<file path="src/rtl/ga25_tile_fetch.sv">
// Per-line tile fetch sequencer: VRAM attribute -> ROM bitplane row -> shifter load, one tile per 8 ce_pix.
// Optional underrun statistics are built only when GA25_FETCH_STATS_EN is defined.
module ga25_tile_fetch #(
  parameter int TILES_PER_LINE = 42,
  parameter int MAP_BASE       = 0
) (
  input  logic        clk,
  input  logic        reset_n,
  input  logic        ce_pix,
  input  logic        line_start,
  input  logic [8:0]  vcount,
  input  logic [9:0]  hscroll,
  input  logic [9:0]  vscroll,
  output logic        vram_req,
  output logic [11:0] vram_addr,
  input  logic        vram_ack,
  input  logic [31:0] vram_data,
  output logic        rom_req,
  output logic [18:0] rom_addr,
  input  logic        rom_ack,
  input  logic [31:0] rom_data,
  output logic        load,
  output logic        reverse,
  output logic [31:0] row,
  output logic [3:0]  palette,
  output logic [1:0]  prio,
  output logic [2:0]  offset,
  output logic        active,
  output logic [7:0]  underrun_cnt
);

  typedef enum logic [1:0] {S_IDLE, S_ATTR, S_ROM, S_HOLD} state_t;

  localparam logic [11:0] BASE  = 12'(MAP_BASE);
  localparam logic [7:0]  NTILE = 8'(TILES_PER_LINE);

  state_t      r_state, w_state_nxt;
  logic [8:0]  r_y;
  logic [5:0]  r_col0;
  logic [2:0]  r_offset, r_slot;
  logic [7:0]  r_tile;
  logic        r_active, r_discard;
  logic [11:0] r_vram_addr;
  logic [18:0] r_rom_addr;
  logic [31:0] r_row_pend;
  logic [3:0]  r_pal_pend, r_pal_out;
  logic [1:0]  r_prio_pend, r_prio_out;
  logic        r_flipx_pend, r_rev_out;

  logic        w_slot_end, w_load, w_in_fetch, w_hit, w_miss, w_last, w_drop;
  logic        w_active_nxt, w_enter_attr, w_acc_attr, w_acc_rom;
  logic [7:0]  w_tile_inc, w_tile_nxt;
  logic [8:0]  w_y_nxt;
  logic [5:0]  w_col0_nxt, w_col;
  logic [11:0] w_vaddr_nxt;
  logic [2:0]  w_fy;
  logic        w_unused;

  assign w_unused     = &{1'b0, vram_data[31:24], vscroll[9], hscroll[9]};

  // line_start outranks a coincident slot end: no load, no tile advance
  assign w_slot_end   = r_active && ce_pix && (r_slot == 3'd7);
  assign w_load       = w_slot_end && !line_start;
  assign w_in_fetch   = (r_state == S_ATTR) || (r_state == S_ROM);
  assign w_hit        = w_load && (r_state == S_HOLD);
  assign w_miss       = w_load && w_in_fetch;
  assign w_tile_inc   = r_tile + 8'd1;
  assign w_last       = w_load && (w_tile_inc == NTILE);
  assign w_active_nxt = line_start || (r_active && !w_last);
  assign w_drop       = r_discard || w_miss || line_start;

  assign w_y_nxt      = line_start ? (vcount + vscroll[8:0]) : r_y;
  assign w_col0_nxt   = line_start ? hscroll[8:3] : r_col0;
  assign w_tile_nxt   = line_start ? 8'd0 : (w_load ? w_tile_inc : r_tile);
  assign w_col        = w_col0_nxt + w_tile_nxt[5:0];
  assign w_vaddr_nxt  = BASE + {w_y_nxt[8:3], w_col};
  assign w_fy         = vram_data[23] ? ~r_y[2:0] : r_y[2:0];

  assign w_enter_attr = (w_state_nxt == S_ATTR) && ((r_state != S_ATTR) || vram_ack);
  assign w_acc_attr   = (r_state == S_ATTR) && vram_ack && !w_drop;
  assign w_acc_rom    = (r_state == S_ROM) && rom_ack && !w_drop;

  always_ff @(posedge clk or negedge reset_n) begin
    if (!reset_n) r_state <= S_IDLE;
    else          r_state <= w_state_nxt;
  end

  // A request caught by a miss or restart still runs to its ack; the data is then dropped
  always_comb begin
    w_state_nxt = r_state;
    vram_req    = 1'b0;
    rom_req     = 1'b0;
    case (r_state)
      S_IDLE: if (line_start) w_state_nxt = S_ATTR;
      S_ATTR: begin
        vram_req = 1'b1;
        if (vram_ack) w_state_nxt = w_drop ? (w_active_nxt ? S_ATTR : S_IDLE) : S_ROM;
      end
      S_ROM: begin
        rom_req = 1'b1;
        if (rom_ack) w_state_nxt = w_drop ? (w_active_nxt ? S_ATTR : S_IDLE) : S_HOLD;
      end
      S_HOLD: begin
        if (line_start)  w_state_nxt = S_ATTR;
        else if (w_load) w_state_nxt = w_active_nxt ? S_ATTR : S_IDLE;
      end
      default: w_state_nxt = S_IDLE;
    endcase
  end

  always_ff @(posedge clk or negedge reset_n) begin
    if (!reset_n) begin
      r_y          <= '0;
      r_col0       <= '0;
      r_offset     <= '0;
      r_slot       <= '0;
      r_tile       <= '0;
      r_active     <= 1'b0;
      r_discard    <= 1'b0;
      r_vram_addr  <= '0;
      r_rom_addr   <= '0;
      r_row_pend   <= '0;
      r_pal_pend   <= '0;
      r_prio_pend  <= '0;
      r_flipx_pend <= 1'b0;
      r_pal_out    <= '0;
      r_prio_out   <= '0;
      r_rev_out    <= 1'b0;
    end else begin
      r_y      <= w_y_nxt;
      r_col0   <= w_col0_nxt;
      r_tile   <= w_tile_nxt;
      r_active <= w_active_nxt;
      if (line_start) r_offset <= hscroll[2:0];
      if (line_start)              r_slot <= '0;
      else if (r_active && ce_pix) r_slot <= r_slot + 3'd1;
      r_discard <= w_in_fetch && w_drop &&
                   !(((r_state == S_ATTR) && vram_ack) || ((r_state == S_ROM) && rom_ack));
      if (w_enter_attr) r_vram_addr <= w_vaddr_nxt;
      if (w_acc_attr) begin
        r_rom_addr   <= {vram_data[15:0], w_fy};
        r_pal_pend   <= vram_data[19:16];
        r_prio_pend  <= vram_data[21:20];
        r_flipx_pend <= vram_data[22];
      end
      if (w_acc_rom) r_row_pend <= rom_data;
      if (w_hit) begin
        r_pal_out  <= r_pal_pend;
        r_prio_out <= r_prio_pend;
        r_rev_out  <= r_flipx_pend;
      end
    end
  end

  // A missed tile is shown transparent with the previously presented attributes
  assign load      = w_load;
  assign row       = w_hit ? r_row_pend : 32'd0;
  assign palette   = w_hit ? r_pal_pend : r_pal_out;
  assign prio      = w_hit ? r_prio_pend : r_prio_out;
  assign reverse   = w_hit ? r_flipx_pend : r_rev_out;
  assign offset    = r_offset;
  assign active    = r_active;
  assign vram_addr = r_vram_addr;
  assign rom_addr  = r_rom_addr;

`ifdef GA25_FETCH_STATS_EN
  logic [7:0] r_underrun;
  always_ff @(posedge clk or negedge reset_n) begin
    if (!reset_n)                            r_underrun <= '0;
    else if (w_miss && (r_underrun != 8'hFF)) r_underrun <= r_underrun + 8'd1;
  end
  assign underrun_cnt = r_underrun;
`else
  assign underrun_cnt = 8'd0;
`endif

endmodule

</file>
<file path="config.mk">
export PLATFORM = sky130hd
export DESIGN_NAME = ga25_tile_fetch
export DESIGN_NICKNAME = d
export VERILOG_FILES = /design/src/rtl/ga25_tile_fetch.sv
export SDC_FILE = /design/constraint.sdc
export NUM_CORES = 1
export LEC_CHECK = 0
export CORE_MARGIN = 5
export CORE_UTILIZATION = 45
export DETAILED_ROUTE_END_ITERATION = 10
export PLACE_DENSITY = 0.87
export SLEW_MARGIN = 20
export SYNTH_ARGS = -nofsm -noshare
export SYNTH_HDL_FRONTEND = slang
export SYNTH_SLANG_ARGS = --single-unit
</file>
<file path="constraint.sdc">
create_clock -name clk -period 4.8 [get_ports clk]
set_input_delay 1.44 -clock clk [delete_from_list [all_inputs] [get_ports clk]]
set_output_delay 1.44 -clock clk [all_outputs]
set_load 0.005 [all_outputs]
</file>
==> results.md <==
- CP top delay family: buffers and inverters
- Post-synth EDFFs: 0
- Grt total ovfl: 0
- R2R cell count: 12
- Crit path buffers/inverters: 3
- Hold Crit Start: r_row_pend[8]$_DFFE_PN0P_
- Yosys warns: 0
- H-tree depth: 3
- Clock tree root buffer cell: clkbuf_16
- Detailed placement HPWL: 9.067 mm
- WL/cell: 16.44 microns
- Post-route clock period utilization: 0.9915
- # hold bufs at CTS: 0
- Drt initial violations: 177
- Number of CTS-inserted buffers: 9
- R2R Setup Slk: 1.85 ns
- Final Skew: 0.007135 ns
- Post-route setup TNS: 0 ns
- Logic pwr share: 0.347
- Highest clock rate: 0.2101 GHz
- Final worst path period need: 4.759 ns
- Design area: 0.007604 sq mm
- IO Count: 184
- Post-route setup slack: 0.04065 ns
- CTS tree: built
- Top cell type's share of synthesized area: 0.5062
- Yosys top cell by area: dfrtp_1
- Final hold violation count: 0
- GP Congestion: 0.8638
- Crit. End Element: output pin
- Initial antenna violation count: 0
- # setup viols final: 0
- Worst skew pair latency: 0.34 ns
- Syn avg cell area: 12.33 sq um
- Crit path cell chain: clkdlybuf4s50_1 -> nand3_1 -> nor3_4 -> clkbuf_16 -> mux2_2 -> clkdlybuf4s50_1
- Dominant cells by area after synthesis: dfrtp_1, mux2_2, ha_1
- Hold Crit Class: flip-flop to flip-flop
- Slew headroom: 0.4800
- WHS Endpoint: r_row_pend[8]$_DFFE_PN0P_
- Reg clk slew, reported paths: 0.07 ns
- Ys async rst share: 1.000
- Req. time, crit path: 3.36 ns
- Starting Density: 0.4565
- Most used DFF post-synth: dfrtp_1
- Cells after Synth: 441
- Clock Tree Buf Depth: 2
- Highest cell delay on the worst timing path: 0.50 ns
- Share of layout cells above drive strength 1: 0.2058
- Ant. Diodes: 0
- Outcome: finished clean
- Hold depth: 1
- CP Launch Type: input port
- Vias per cell: 5.141
- Synth unique cells: 53
- Power, Total: 3296 uW
- Count of pins over their slew limit: 0
- Width of the die: 119.9 microns
- Post-synthesis sequential area ratio: 0.5062
- Most used cell, CP: clkdlybuf4s50_1
- Die Ht: 119.9 microns
- First-pass GRT wire length: 19.98 mm
- Largest net degree at the start of global routing: 89
- Clock power frac: 0.239
- DRC: 0
- Slew @ Worst Pin: 0.7800 ns
- 1st-pass router iterations: 4
- Maximum vdd drop: 0.2814 mV
- Number of clock sinks: 110
- Cell area after placement: 0.007219 sq mm
- P_leak: 0.003416 uW
- Pint: 2406 uW
- Port Buffers: 165
- Num rows: 40
- Global Route Usage Sum: 0.1715
- DP Worst Slack: 0.02090 ns
- Syn-to-layout area delta: 39.83%
- RR Endpoint: vram_addr[5]$_DFFE_PN0P_
- Worst Setup SP: ce_pix
- Vias: 3928
- Worst R2R Start: r_slot[0]$_DFFE_PN0P_
- P_sw: 890.2 uW
- Final WL: 12.56 mm
- Vias in the first global route: 4139
- Power density cells: 433.5 mW/mm^2
- Yosys reg bits: 110
- Max-cap violation count: 0
- Worst path slowest cell: clkdlybuf4s50_1
- Critical Path AT: 3.32 ns
- Sequential share of power: 0.415
- WS Path Type: input port to output pin
- CP max FO: 10
- Core area: 0.01191 sq mm
- Net Sw Frac: 0.2701
- Post-layout net count: 734
- Routed Antenna Nets: 0
- Die area: 0.01438 sq mm
- Mapped Area: 0.005438 sq mm
[cell families after synthesis]
kind of cell    Yosys count  share of synthesized area
other cells               1                  0.0006896
mux                      90                     0.1917
simple gates             96                    0.09273
compound gates           49                    0.06719
fa+ha+maj                23                    0.05568
buf+inv                  48                    0.04464
flops                   110                     0.5062
xor+xnor                 24                    0.04119
[worst max path at each step]
stage	to	slack, ns	cells past startpoint
after floorplan	load	0.48	6
after global placement	palette[1]	0.05	6
after detailed placement	prio[1]	0.02	6
after CTS	prio[1]	0.02	6
after global routing	prio[1]	-0.009	6
final	prio[1]	0.04	6
[power groups by stage]
stage / Sequential (uW) / Clock [uW] / Combinational [uW]
floorplan: 1360 / 0 / 647
global placement: 1360 / 0 / 1110
detailed placement: 1380 / 0 / 1150
CTS: 1370 / 809 / 1160
global route: 1400 / 847 / 1240
finish: 1370 / 786 / 1140
[Yosys cell counts, types with 8 or more instances]
library cell and count:
a21oi_1 15, and2_1 32, buf_2 8, buf_4 8, dfrtp_1 110, ha_1 21
inv_1 21, mux2_2 77, mux2_4 9, nand2_1 17, nand3_1 8, nor2_1 20
xnor2_1 13, xor2_1 10
[area by class of cell]
class	count	area (sq um)
flip-flops and latches	110	2753
clock inverters	2	37.54
well taps	147	183.9
fillers	915	4308
repair buffers	179	1780
inverters	22	82.58
clock buffers	14	284.0
multi-input cells	290	2482
[placed cells by master, fill, tap and decap left out, types with 2 or more instances in the layout]
cell type / netlist / routed
a21o_1: 4 / 4
clkbuf_16: 0 / 10
nor3_1: 3 / 2
o21ai_0: 7 / 7
dfrtp_1: 110 / 110
and3_1: 2 / 2
ha_1: 21 / 21
a21oi_1: 15 / 15
xnor2_1: 13 / 13
clkdlybuf4s50_1: 0 / 162
and2_1: 32 / 32
mux2_4: 9 / 9
clkbuf_8: 0 / 4
a31oi_1: 2 / 2
fa_1: 2 / 2
buf_6: 3 / 3
nand2_1: 17 / 17
nor4b_1: 2 / 2
nor2_1: 20 / 19
nand2b_1: 3 / 3
or3_1: 2 / 2
o211ai_1: 2 / 2
xor2_1: 10 / 10
nand3_1: 8 / 8
a211o_1: 3 / 3
mux2i_1: 4 / 4
buf_4: 8 / 11
conb_1: 1 / 8
inv_1: 21 / 21
mux2_2: 77 / 77
a31o_2: 2 / 2
nand4_1: 2 / 2
[worst register-to-register path, delay by kind of cell, from the launching register on]
family | cells | cell delay [ns]
buf+inv | 1 | 0.08
mux | 1 | 0.28
flops | 1 | 0.37
xor+xnor | 1 | 0.18
simple gates | 2 | 0.52
compound gates | 4 | 0.84
fa+ha+maj | 3 | 0.57
[per-layer routing]
layer	track usage	vias up	wire (microns)
met1	0.2117	1911	5347
met3	0.04053	19	769
met5	0	-	0
met4	0.06800	0	252
met2	0.2901	143	6188
li1	-	1855	-
[stage by stage]
step	hold WS (ns)	utilization	instances
after floorplan	0.4721	-	448
after global placement	0.4808	0.6061	743
after detailed placement	0.4842	0.6061	743
after CTS	0.5037	0.6331	759
after global routing	0.5136	0.6383	764
final	0.4986	0.6383	764
[timing repair]
| action | CTS | global route |
|---|---|---|
| gates resized for setup | 0 | 3 |
| setup buffers | 0 | 3 |
| setup endpoints to repair | 0 | 6 |
[registers in the layout, indices dropped and copies added (netlist names), 3 cells and up]
signal      cells
r_row_pend     32
rom_addr       19
vram_addr      12
r_y             9
r_tile          8
r_col0          6
r_pal_out       4
r_pal_pend      4
offset          3
r_slot          3
No activity file was read; power rests on OpenSTA's default activity.
==> RTL edit: new RTL, same settings <==
Encoding of `state_t`: now Gray code (2 bits for 4 states).
--- a/src/rtl/ga25_tile_fetch.sv
+++ b/src/rtl/ga25_tile_fetch.sv
@@ -29,7 +29,7 @@
   output logic [7:0]  underrun_cnt
 );
 
-  typedef enum logic [1:0] {S_IDLE, S_ATTR, S_ROM, S_HOLD} state_t;
+  typedef enum logic [1:0] {S_IDLE = 2'b00, S_ATTR = 2'b01, S_ROM = 2'b11, S_HOLD = 2'b10} state_t;
 
   localparam logic [11:0] BASE  = 12'(MAP_BASE);
   localparam logic [7:0]  NTILE = 8'(TILES_PER_LINE);
Function: same outputs for any inputs over 10 cycles, from zero or initial values and one cycle with reset_n low; not proved beyond that.
==> RTL edit against the original RTL <==
Total power is 9.8% lower. Clock power decreased by 11%. Sequential cell count unchanged. Non-clock buffer count fell by 3. Sequential share of layout area rose by 0.61 points. Wire length is 2.2% lower. Register-to-register slack worse by 0.04 ns. Sequential power rose by 3%. Synthesized area decreased by 1.5%. Worst setup slack improved by 0.23 ns. Cell count is 1.3% lower. First-iteration DRC count rose by 31%. Cell area shrank 1.7%. Die area fell by 1.4%. Critical endpoint is now prio[0]. Largest cell class unchanged.
==> RTL edit: results (changes against the original RTL) <==
** Outcome
- Result of the run :: complete, no violations

** Placement
- DPL Wire Length :: 9.11 mm (+0.52%)
- The cell count after placement came to 736 (-0.94%).
- The cell area reported after detailed placement was 7140 um^2 (-1.1%).
- Final RePlAce weighted congestion :: 0.830 (-3.9%)

** Synth
- Commonest cells in the synthesized netlist :: sky130_fd_sc_hd__dfrtp_1 (110), sky130_fd_sc_hd__mux2_2 (69), sky130_fd_sc_hd__and2_1 (32), sky130_fd_sc_hd__nor2_1 (25), sky130_fd_sc_hd__ha_1 (17)
- The compound-cell area share of the yosys netlist is 0.0801 (+0.0129).
- The xor and xnor area share after synthesis was 0.0304 (-0.0108).
- After synthesis, the cell types taking the most area are sky130_fd_sc_hd__dfrtp_1 (51%), sky130_fd_sc_hd__mux2_2 (15%), sky130_fd_sc_hd__ha_1 (4.0%).
- Mux share of post-synthesis cell area :: 0.178 (-0.0134)
- Area share of fa/ha/maj cells after synthesis :: 0.0472 (-0.00850)
- Sequential share of the synthesized area :: 0.514 (+0.00769)
- The average instance area after synthesis came to 12.1 um^2 (-1.5%).
- Count of different cell masters after synthesis :: 58 (+9.4%)

** Critical path
- The setup slack on the worst flop-to-flop path came to 1.81 ns (-0.04 ns).
- Peak fanout along the critical path :: 5 (-5)
- The largest stage delay on the critical path came to 0.45 ns (-0.05 ns).
- The data arrival time of the critical path came to 3.09 ns (-0.23 ns).
- Worst r2r path cells :: 13 (+1)

** Min path
- In this run the most critical hold path is launched from r_row_pend[14]$_DFFE_PN0P_.
- For hold timing, the worst endpoint is r_row_pend[14]$_DFFE_PN0P_.

** Power
- The worst vdd rail ir drop came to 186 uV (-34%).
- The leakage dissipation was 3.24 nW (-5.2%).
- Internal :: 2.18 mW (-9.3%)

** Routing
- The total via count in the routed design was 3910 (-0.46%).
- Number of DRC markers after the initial detailed-route iteration :: 231 (+31%)
- Average routed wire per standard cell :: 16.3 um (-0.92%)
- Routed wire length :: 12.3 mm (-2.2%)

** Floorplanning
- Initial Utilization :: 0.463 (+0.00665)

** Layout
- The total of fill cells in the finished design came to 906 (-0.98%).
- Fin util :: 0.647 (+0.00820)
- The number of nets in the layout was 724 (-1.4%).
- The fraction of layout cells with a size suffix above 1 was 0.173 (-0.0323).

** STA
- The transition at the pin with the smallest max-transition slack is 0.730 ns (-0.0501 ns).
- Hold slack :: 0.485 ns (-0.0139 ns)
- The worst setup skew after layout was 0.0124 ns (+0.00530 ns).

** Global routing
- Via count of the first global-routing pass :: 4103 (-0.87%)
- Number of antenna violations at the first check in global routing :: 1 (+1)
- GRT Util Overall :: 0.172 (+0.000820)
[RTL edit: cell count changes in the layout (fill, tap and decap cells not counted), sizes merged, moves of 3 or more]
cell,before,now
a211oi,1,7
buf,15,10
clkbuf,15,10
inv,22,17
nor2,20,25
xor2,10,5
ha,21,17
o31a,0,4
a2111oi,3,0
a21oi,15,12
clkinv,0,3
mux2,86,83
o21ai,7,10
o311ai,0,3
[RTL edit: worst max-delay path by stage]
| stage | startpoint | to | slack (ns) | depth (start not counted) |
|---|---|---|---|---|
| 6_report | line_start | prio[0] | 0.27 | 5 |
| 4_1_cts | ce_pix | reverse | 0.03 | 6 |
| 2_1_floorplan | line_start | row[21] | 0.48 | 6 |
| 5_1_grt | ce_pix | palette[3] | 0.16 | 6 |
| 3_3_place_gp | ce_pix | reverse | 0.02 | 6 |
| 3_5_place_dp | ce_pix | reverse | 0.03 | 6 |
[RTL edit: power groups by stage]
| stage | combinational (mW) | sequential [mW] | clock (mW) |
|---|---|---|---|
| after floorplan | 0.418 | 1.40 | 0 |
| after global placement | 0.841 | 1.40 | 0 |
| after detailed placement | 0.871 | 1.43 | 0 |
| after CTS | 0.876 | 1.41 | 0.728 |
| after global routing | 0.943 | 1.45 | 0.769 |
| final | 0.861 | 1.41 | 0.702 |
[RTL edit: routing by layer]
layer,wire length [um],vias to the layer above,track usage
met5,7,-,0
met4,104,2,0.0391
met3,800,12,0.0398
met2,6160,135,0.301
met1,5200,1895,0.219
li1,-,1866,-
[RTL edit: final cells by class]
cell class                 instances  area share
multi-input combinational        295       0.326
sequential                       110       0.368
tap                              143      0.0239
clock inverter                     7     0.00736
timing repair buffer             176       0.238
inverter                          14     0.00703
clock buffer                       9      0.0301
[RTL edit: through the flow]
stage               power, mW  setup WS [ns]
global placement         2.25         0.0200
floorplan                1.81          0.476
finish                   2.97          0.267
CTS                      3.02         0.0289
detailed placement       2.30         0.0304
global route             3.17          0.159
[RTL edit: cell families (layout without fill, tap and decap cells)]
group / after synthesis / after routing
XOR/XNOR: 17 / 17
other: 1 / 8
buffers and inverters: 43 / 206
AO/OA/AOI/OAI: 58 / 58
adder cells (fa/ha/maj): 19 / 19
flip-flops: 110 / 110
AND/OR/NAND/NOR: 108 / 108
multiplexers: 85 / 85
[RTL edit: worst max-delay path, delay by kind of cell]
family,cells,cell delay (ns)
buffers and inverters,3,0.93
muxes,1,0.36
and+or+nand+nor,1,0.37
